`config.mk`:
```
export PLATFORM = sky130hd
export DESIGN_NAME = sky130_ram_rmw_adapter
export DESIGN_NICKNAME = d
export VERILOG_FILES = /design/src/rtl/sky130_ram_pkg.sv /design/src/rtl/sky130_ram_mask_merge.sv /design/src/rtl/sky130_ram_rmw_adapter.sv
export SDC_FILE = /design/constraint.sdc
export NUM_CORES = 1
export LEC_CHECK = 0
export CAP_MARGIN = 20
export CORE_UTILIZATION = 40
export CTS_BUF_LIST = sky130_fd_sc_hd__clkbuf_16
export CTS_CLUSTER_SIZE = 28
export DETAILED_ROUTE_END_ITERATION = 16
export GPL_ROUTABILITY_DRIVEN = 0
export MAX_ROUTING_LAYER = met4
export PLACE_DENSITY = 0.78
export SLEW_MARGIN = 20
export SYNTH_ARGS = -nofsm -noshare
export SYNTH_HDL_FRONTEND = slang
export SYNTH_SLANG_ARGS = --single-unit
export TNS_END_PERCENT = 1
```
`constraint.sdc`:
```
create_clock -name clk_i -period 2.3 [get_ports clk_i]
set_input_delay 0.46 -clock clk_i [delete_from_list [all_inputs] [get_ports clk_i]]
set_output_delay 0.46 -clock clk_i [all_outputs]
set_load 0.02 [all_outputs]
```
`src/rtl/sky130_ram_pkg.sv`:
```
`default_nettype none
// ============================================================================
// Module      : sky130_ram_pkg
// Description : Shared types and helpers for the sky130 RAM read-modify-write
//               adapter: RMW state encoding, the default bytes-per-word
//               constant and a byte-uniform mask test for the default width.
// Revision    : 1.0 - initial release
// ============================================================================
package sky130_ram_pkg;

    // Adapter state: IDLE accepts requests, RMW_WRITE issues the merged write.
    typedef enum logic [0:0] {
        IDLE      = 1'b0,
        RMW_WRITE = 1'b1
    } rmw_state_e;

    localparam int DefaultWidth = 32;
    localparam int BytesPerWord = DefaultWidth / 8;

    // True when every byte lane of the mask is either all-0 or all-1, i.e. the
    // write can be expressed with the macro's byte enables alone.
    function automatic logic byte_uniform(input logic [DefaultWidth-1:0] mask);
        logic ok;
        ok = 1'b1;
        for (int b = 0; b < BytesPerWord; b++) begin
            if ((mask[b*8 +: 8] != 8'h00) && (mask[b*8 +: 8] != 8'hFF)) begin
                ok = 1'b0;
            end
        end
        return ok;
    endfunction

endpackage : sky130_ram_pkg
`default_nettype wire

```
`src/rtl/sky130_ram_mask_merge.sv`:
```
`default_nettype none
// ============================================================================
// Module      : sky130_ram_mask_merge
// Description : Combinational helper for the RMW adapter.
//               - classifies an incoming write mask (byte-uniform / all-zero)
//               - merges captured write data into the word read from RAM
// Ports       : check_mask_i  mask to classify (live upstream mask)
//               wdata_i       captured write data
//               wmask_i       captured per-bit write mask
//               rdata_i       word returned by the RAM read
//               uniform_o     1 when every byte lane of check_mask_i is 0x00/0xFF
//               zero_o        1 when check_mask_i is all zeros
//               merged_o      (rdata_i & ~wmask_i) | (wdata_i & wmask_i)
// Revision    : 1.0 - initial release
// ============================================================================
module sky130_ram_mask_merge #(
    parameter int Width = 32
) (
    input  logic [Width-1:0] check_mask_i,
    input  logic [Width-1:0] wdata_i,
    input  logic [Width-1:0] wmask_i,
    input  logic [Width-1:0] rdata_i,
    output logic             uniform_o,
    output logic             zero_o,
    output logic [Width-1:0] merged_o
);

    localparam int c_BYTES = Width / 8;

    logic [c_BYTES-1:0] w_lane_ok;

    generate
        for (genvar b = 0; b < c_BYTES; b++) begin : g_lane
            // A lane is acceptable to the macro if it is fully on or fully off.
            assign w_lane_ok[b] = (&check_mask_i[b*8 +: 8]) | ~(|check_mask_i[b*8 +: 8]);
        end
    endgenerate

    assign uniform_o = &w_lane_ok;
    assign zero_o    = ~(|check_mask_i);
    assign merged_o  = (rdata_i & ~wmask_i) | (wdata_i & wmask_i);

endmodule : sky130_ram_mask_merge
`default_nettype wire

```
`src/rtl/sky130_ram_rmw_adapter.sv`:
```
`default_nettype none
// ============================================================================
// Module      : sky130_ram_rmw_adapter
// Description : Request-side adapter in front of a 1-port sky130 RAM wrapper.
//               Reads and byte-uniform writes pass straight through; writes
//               with a sub-byte mask become a read followed by a full-word
//               merged write. Every accepted request gets one in-order
//               response (read data or write ack).
// Ports       : clk_i/rst_i              clock, synchronous active-high reset
//               req_i/gnt_o              upstream handshake
//               we_i/addr_i/wdata_i/wmask_i  upstream request fields
//               rvalid_o/rdata_o         upstream response
//               ram_*                    prim_ram_1p-style RAM port
//               rmw_busy_o               high while the merged write is issued
// Revision    : 1.0 - initial release
// ============================================================================
module sky130_ram_rmw_adapter
    import sky130_ram_pkg::*;
#(
    parameter int Width = 32,
    parameter int Depth = 2048,
    localparam int Aw   = $clog2(Depth)
) (
    input  logic             clk_i,
    input  logic             rst_i,
    input  logic             req_i,
    output logic             gnt_o,
    input  logic             we_i,
    input  logic [Aw-1:0]    addr_i,
    input  logic [Width-1:0] wdata_i,
    input  logic [Width-1:0] wmask_i,
    output logic             rvalid_o,
    output logic [Width-1:0] rdata_o,
    output logic             ram_req_o,
    output logic             ram_write_o,
    output logic [Aw-1:0]    ram_addr_o,
    output logic [Width-1:0] ram_wdata_o,
    output logic [Width-1:0] ram_wmask_o,
    input  logic [Width-1:0] ram_rdata_i,
    output logic             rmw_busy_o
);

    rmw_state_e       state_q, state_d;
    logic             rvalid_q, rvalid_d;
    logic             resp_is_read_q, resp_is_read_d;
    logic [Aw-1:0]    addr_q, addr_d;
    logic [Width-1:0] wdata_q, wdata_d;
    logic [Width-1:0] wmask_q, wmask_d;

    logic             w_uniform;
    logic             w_mask_zero;
    logic [Width-1:0] w_merged;

    sky130_ram_mask_merge #(
        .Width (Width)
    ) u_mask_merge (
        .check_mask_i (wmask_i),
        .wdata_i      (wdata_q),
        .wmask_i      (wmask_q),
        .rdata_i      (ram_rdata_i),
        .uniform_o    (w_uniform),
        .zero_o       (w_mask_zero),
        .merged_o     (w_merged)
    );

    assign gnt_o      = !rst_i && (state_q == IDLE);
    assign rmw_busy_o = (state_q == RMW_WRITE);
    assign rvalid_o   = rvalid_q;
    // The RAM holds its read data until the next read, so the data can be
    // taken straight from the macro in the response cycle; write acks read 0.
    assign rdata_o    = (rvalid_q && resp_is_read_q) ? ram_rdata_i : '0;

    always_comb begin
        state_d        = state_q;
        rvalid_d       = 1'b0;
        resp_is_read_d = 1'b0;
        addr_d         = addr_q;
        wdata_d        = wdata_q;
        wmask_d        = wmask_q;
        ram_req_o      = 1'b0;
        ram_write_o    = 1'b0;
        ram_addr_o     = '0;
        ram_wdata_o    = '0;
        ram_wmask_o    = '0;

        // Nothing reaches the RAM while reset is asserted, which also cancels
        // a pending merged write.
        if (!rst_i) begin
            case (state_q)
                IDLE: begin
                    if (req_i) begin
                        if (!we_i) begin
                            ram_req_o      = 1'b1;
                            ram_addr_o     = addr_i;
                            rvalid_d       = 1'b1;
                            resp_is_read_d = 1'b1;
                        end else if (w_mask_zero) begin
                            // Nothing to write; only the ack is owed.
                            rvalid_d = 1'b1;
                        end else if (w_uniform) begin
                            ram_req_o   = 1'b1;
                            ram_write_o = 1'b1;
                            ram_addr_o  = addr_i;
                            ram_wdata_o = wdata_i;
                            ram_wmask_o = wmask_i;
                            rvalid_d    = 1'b1;
                        end else begin
                            // Sub-byte mask: fetch the old word now, write the
                            // merged word next cycle from captured copies.
                            ram_req_o = 1'b1;
                            ram_addr_o = addr_i;
                            addr_d    = addr_i;
                            wdata_d   = wdata_i;
                            wmask_d   = wmask_i;
                            state_d   = RMW_WRITE;
                        end
                    end
                end
                RMW_WRITE: begin
                    ram_req_o   = 1'b1;
                    ram_write_o = 1'b1;
                    ram_addr_o  = addr_q;
                    ram_wdata_o = w_merged;
                    ram_wmask_o = '1;
                    rvalid_d    = 1'b1;
                    state_d     = IDLE;
                end
                default: begin
                    state_d = IDLE;
                end
            endcase
        end
    end

    always_ff @(posedge clk_i) begin
        if (rst_i) begin
            state_q        <= IDLE;
            rvalid_q       <= 1'b0;
            resp_is_read_q <= 1'b0;
            addr_q         <= '0;
            wdata_q        <= '0;
            wmask_q        <= '0;
        end else begin
            state_q        <= state_d;
            rvalid_q       <= rvalid_d;
            resp_is_read_q <= resp_is_read_d;
            addr_q         <= addr_d;
            wdata_q        <= wdata_d;
            wmask_q        <= wmask_d;
        end
    end

endmodule : sky130_ram_rmw_adapter
`default_nettype wire

```
==> results.tsv <==
stage	metric	value	unit
run_status	status	complete, but fails checks	
run_status	violated checks	setup timing	
clocking	CTS tree	yes	
floorplan	number of top-level pins	223	
yosys	Synth Cell Area	0.00541	sq mm
yosys	Synth top area share	28.9	%
finish	fraction of layout cells with a size suffix above 1	35.0	%
finish	Final Cell Area	0.00900	sq mm
yosys	Async SR Flop Fraction	0	%
power_and_ir_drop	Gate power share	23.5	%
grt	total track usage	27.7	%
floorplan	core area	0.0132	sq mm
critical_path	critical path fanouts, max	5	
critical_path	peak per-stage delay on the critical path	0.56	ns
floorplan	DIE AREA	0.0140	sq mm
flow_run	# Max-Cap Violations	0	
finish	final core utilization	68.3	%
worst_hold_path	Hold Path Class	flip-flop to flip-flop	
drt	Via density	5.36	
grt	global-route wire length before repair	30000	microns
timing	RSZ-0062 raised after global routing	true	
power_and_ir_drop	PD cells	430	mW/mm^2
finish	# nets final	1031	
floorplan	Rows	42	
timing	TNS Setup	-27.50	ns
critical_path	Worst setup SP type	input port	
timing	Final period util	120	%
power_and_ir_drop	Clock Power Share	38.7	%
power_and_ir_drop	maximum vdd drop	0.274	mV
yosys	predominant post-synthesis flop cell	dfxtp_1	
finish	Filler cells	1039	
clocking	clk sinks	78	
timing	Clock Skew	0.00343	ns
drt	total wire length	18900	microns
clocking	Worst-path clk slew	0.06	ns
yosys	flops & latches, synth	78	
finish	area grow syn2layout	66.5	%
power_and_ir_drop	Sw Ratio	26.2	%
timing	Final WS setup	-0.457	ns
yosys	sequential share of the synthesized area	28.9	%
worst_hold_path	Hold Path End	wdata_q[19]$_SDFFE_PP0P_	
timing	final hold slack	0.476	ns
worst_hold_path	worst hold path startpoint	wdata_q[19]$_SDFFE_PP0P_	
power_and_ir_drop	leakage power total	3.73	nW
timing	Final Hold Viols	0	
grt	initial antenna violation count	0	
critical_path	Worst R2R Start	rmw_busy_o$_SDFF_PN0_	
place	pre-CTS setup slack	-1.29	ns
power_and_ir_drop	sw power	1.01	mW
critical_path	Slowest cell on crit path	or4_4	
critical_path	Req. time, crit path	1.84	ns
grt	largest net degree at the start of global routing	95	
place	DP Wirelength	13500	microns
place	DP Area	0.00850	sq mm
grt	global route overflow	0	
critical_path	critical path cell sequence	buf_6 -> or4_4 -> buf_6 -> nor4_4 -> buf_4 -> a31oi_4 -> buf_6 -> a22o_1 -> buf_6	
timing	Slew headroom	76.5	%
timing	maximum clock rate	0.363	GHz
timing	Max Slew Vio Count	0	
yosys	count leader, synth	nand2b_1	
yosys	Post-synth EDFFs	0	
place	IO Port Bufs	222	
grt	number of global-route vias before repair	6037	
yosys	Post-Syn Instances	655	
clocking	number of H-tree levels	3	
yosys	library cells used by synthesis	26	
drt	ANT nets after route	0	
critical_path	critical path class	input port to primary output	
yosys	Synth top cells by count	nand2b_1, dfxtp_1, mux2i_1	
worst_hold_path	Hold Path Depth	2	
clocking	CTS Hold Bufs	0	
clocking	Num CTS Buffers	9	
power_and_ir_drop	sequential share of power	37.8	%
drt	Routed wire per std cell	17.2	microns
drt	Pre-Repair DR Iteration Count	5	
yosys	Yosys top cell by area	dfxtp_1	
clocking	Clock Latency Late Sink	0.34	ns
drt	vias post-DR	5906	
clocking	CTS root buf	clkbuf_16	
drt	Starting DRT DRC Count	312	
critical_path	R2R setup slack	0.81	ns
power_and_ir_drop	Int Pwr	2.86	mW
clocking	CTS Buffer Depth	2	
drt	post-route DRC violation count	0	
critical_path	crit end category	primary output	
timing	worst slew pin tran	0.353	ns
yosys	syn nets	766	
timing	Setup violations, final	77	
floorplan	starting density of the core	41.0	%
yosys	Synth warnings	0	
yosys	syn_area_per_cell	8.26	sq um
timing	minimum clock period	2.76	ns
floorplan	Die Height	118	microns
critical_path	crit path DAT	2.30	ns
critical_path	R2R cell count	5	
yosys	synth top area cells	dfxtp_1, nand2b_1, mux2i_1	
critical_path	most used cell, CP	buf_6	
finish	# diodes	0	
critical_path	Worst R2R End	addr_q[6]$_SDFFE_PP0P_	
floorplan	Die Span X	118	microns
[critical path, delay by kind of cell]
kind | cells | cell delay, ns
AND/OR/NAND/NOR | 2 | 0.77
AO/OA/AOI/OAI | 2 | 0.36
buffers and inverters | 5 | 0.71
[through the flow]
stage | cells | power [mW]
detailed placement | 1077 | 2.39
CTS | 1100 | 3.89
global placement | 1077 | 2.36
finish | 1101 | 3.87
global route | 1101 | 4.02
floorplan | 655 | 1.90
[registers in the layout, indices dropped and copies added, names as in the netlist]
signal,cells
addr_q,11
resp_is_read_q,1
rmw_busy_o,1
rvalid_o,1
wdata_q,32
wmask_q,32
[repair_timing]
action,4_1_cts,5_1_grt
pin swaps,58,58
resized for setup,521,53
setup endpoints to repair,180,102
buffers inserted,4,1
gates cloned,3,0
[layout by cell type, fill, tap and decap left out, types with 3 or more instances in the layout]
cell type          n
a21oi_1           12
buf_2             13
and3_1            65
nand2b_1         150
clkbuf_16          9
a21oi_2           54
buf_6             43
or4_4              8
a22o_1            11
clkdlybuf4s15_1    6
nand2_1           35
dlygate4sd2_1      3
dfxtp_1           76
nand4_4            4
buf_12            16
nand4_1           41
buf_4            113
clkdlybuf4s50_1  112
mux2_2            32
mux2i_1           75
clkbuf_2          12
nor2_1             9
[final cells by class]
class	count	area, sq um	share of cell area [%]
Clock inverter	7	81.3	0.903
Multi-Input combinational cell	510	3870	42.9
Tap cell	176	220	2.45
Timing Repair Buffer	320	3040	33.8
Sequential cell	78	1570	17.4
Clock buffer	9	225	2.50
Inverter	1	3.75	0.0417
[power groups by stage]
stage | Sequential, mW | Combinational [mW] | Clock [mW]
after floorplan | 1.48 | 0.419 | 0
after global placement | 1.49 | 0.873 | 0
after detailed placement | 1.49 | 0.895 | 0
after CTS | 1.46 | 0.904 | 1.52
after global routing | 1.47 | 0.969 | 1.58
final | 1.47 | 0.910 | 1.50
[metal layers]
metal / routed length (microns) / global-route usage (%) / vias to the layer above
met5: 0 / - / -
met4: 468 / 11.1 / 0
met3: 1060 / 4.78 / 39
met2: 9590 / 47.3 / 209
met1: 7800 / 32.0 / 2814
li1: - / - / 2844
[worst max-delay path by stage]
stage / from / to / slack, ns / cells after the start
floorplan: wmask_i[28] / ram_wmask_o[0] / -0.21 / 6
global placement: wmask_i[6] / ram_addr_o[9] / -1.28 / 9
detailed placement: wmask_i[20] / ram_wmask_o[23] / -1.29 / 8
CTS: wmask_i[1] / ram_addr_o[5] / -0.48 / 9
global route: wmask_i[28] / ram_addr_o[3] / -0.52 / 9
finish: wmask_i[28] / ram_addr_o[3] / -0.46 / 9
[kinds of logic after synthesis]
family | Yosys count | share of synthesized area [%]
mux | 107 | 20.5
flops | 78 | 28.9
simple gates | 321 | 35.8
compound gates | 82 | 8.77
buf+inv | 67 | 6.02
Note: power is estimated with default switching activity, not from simulation.
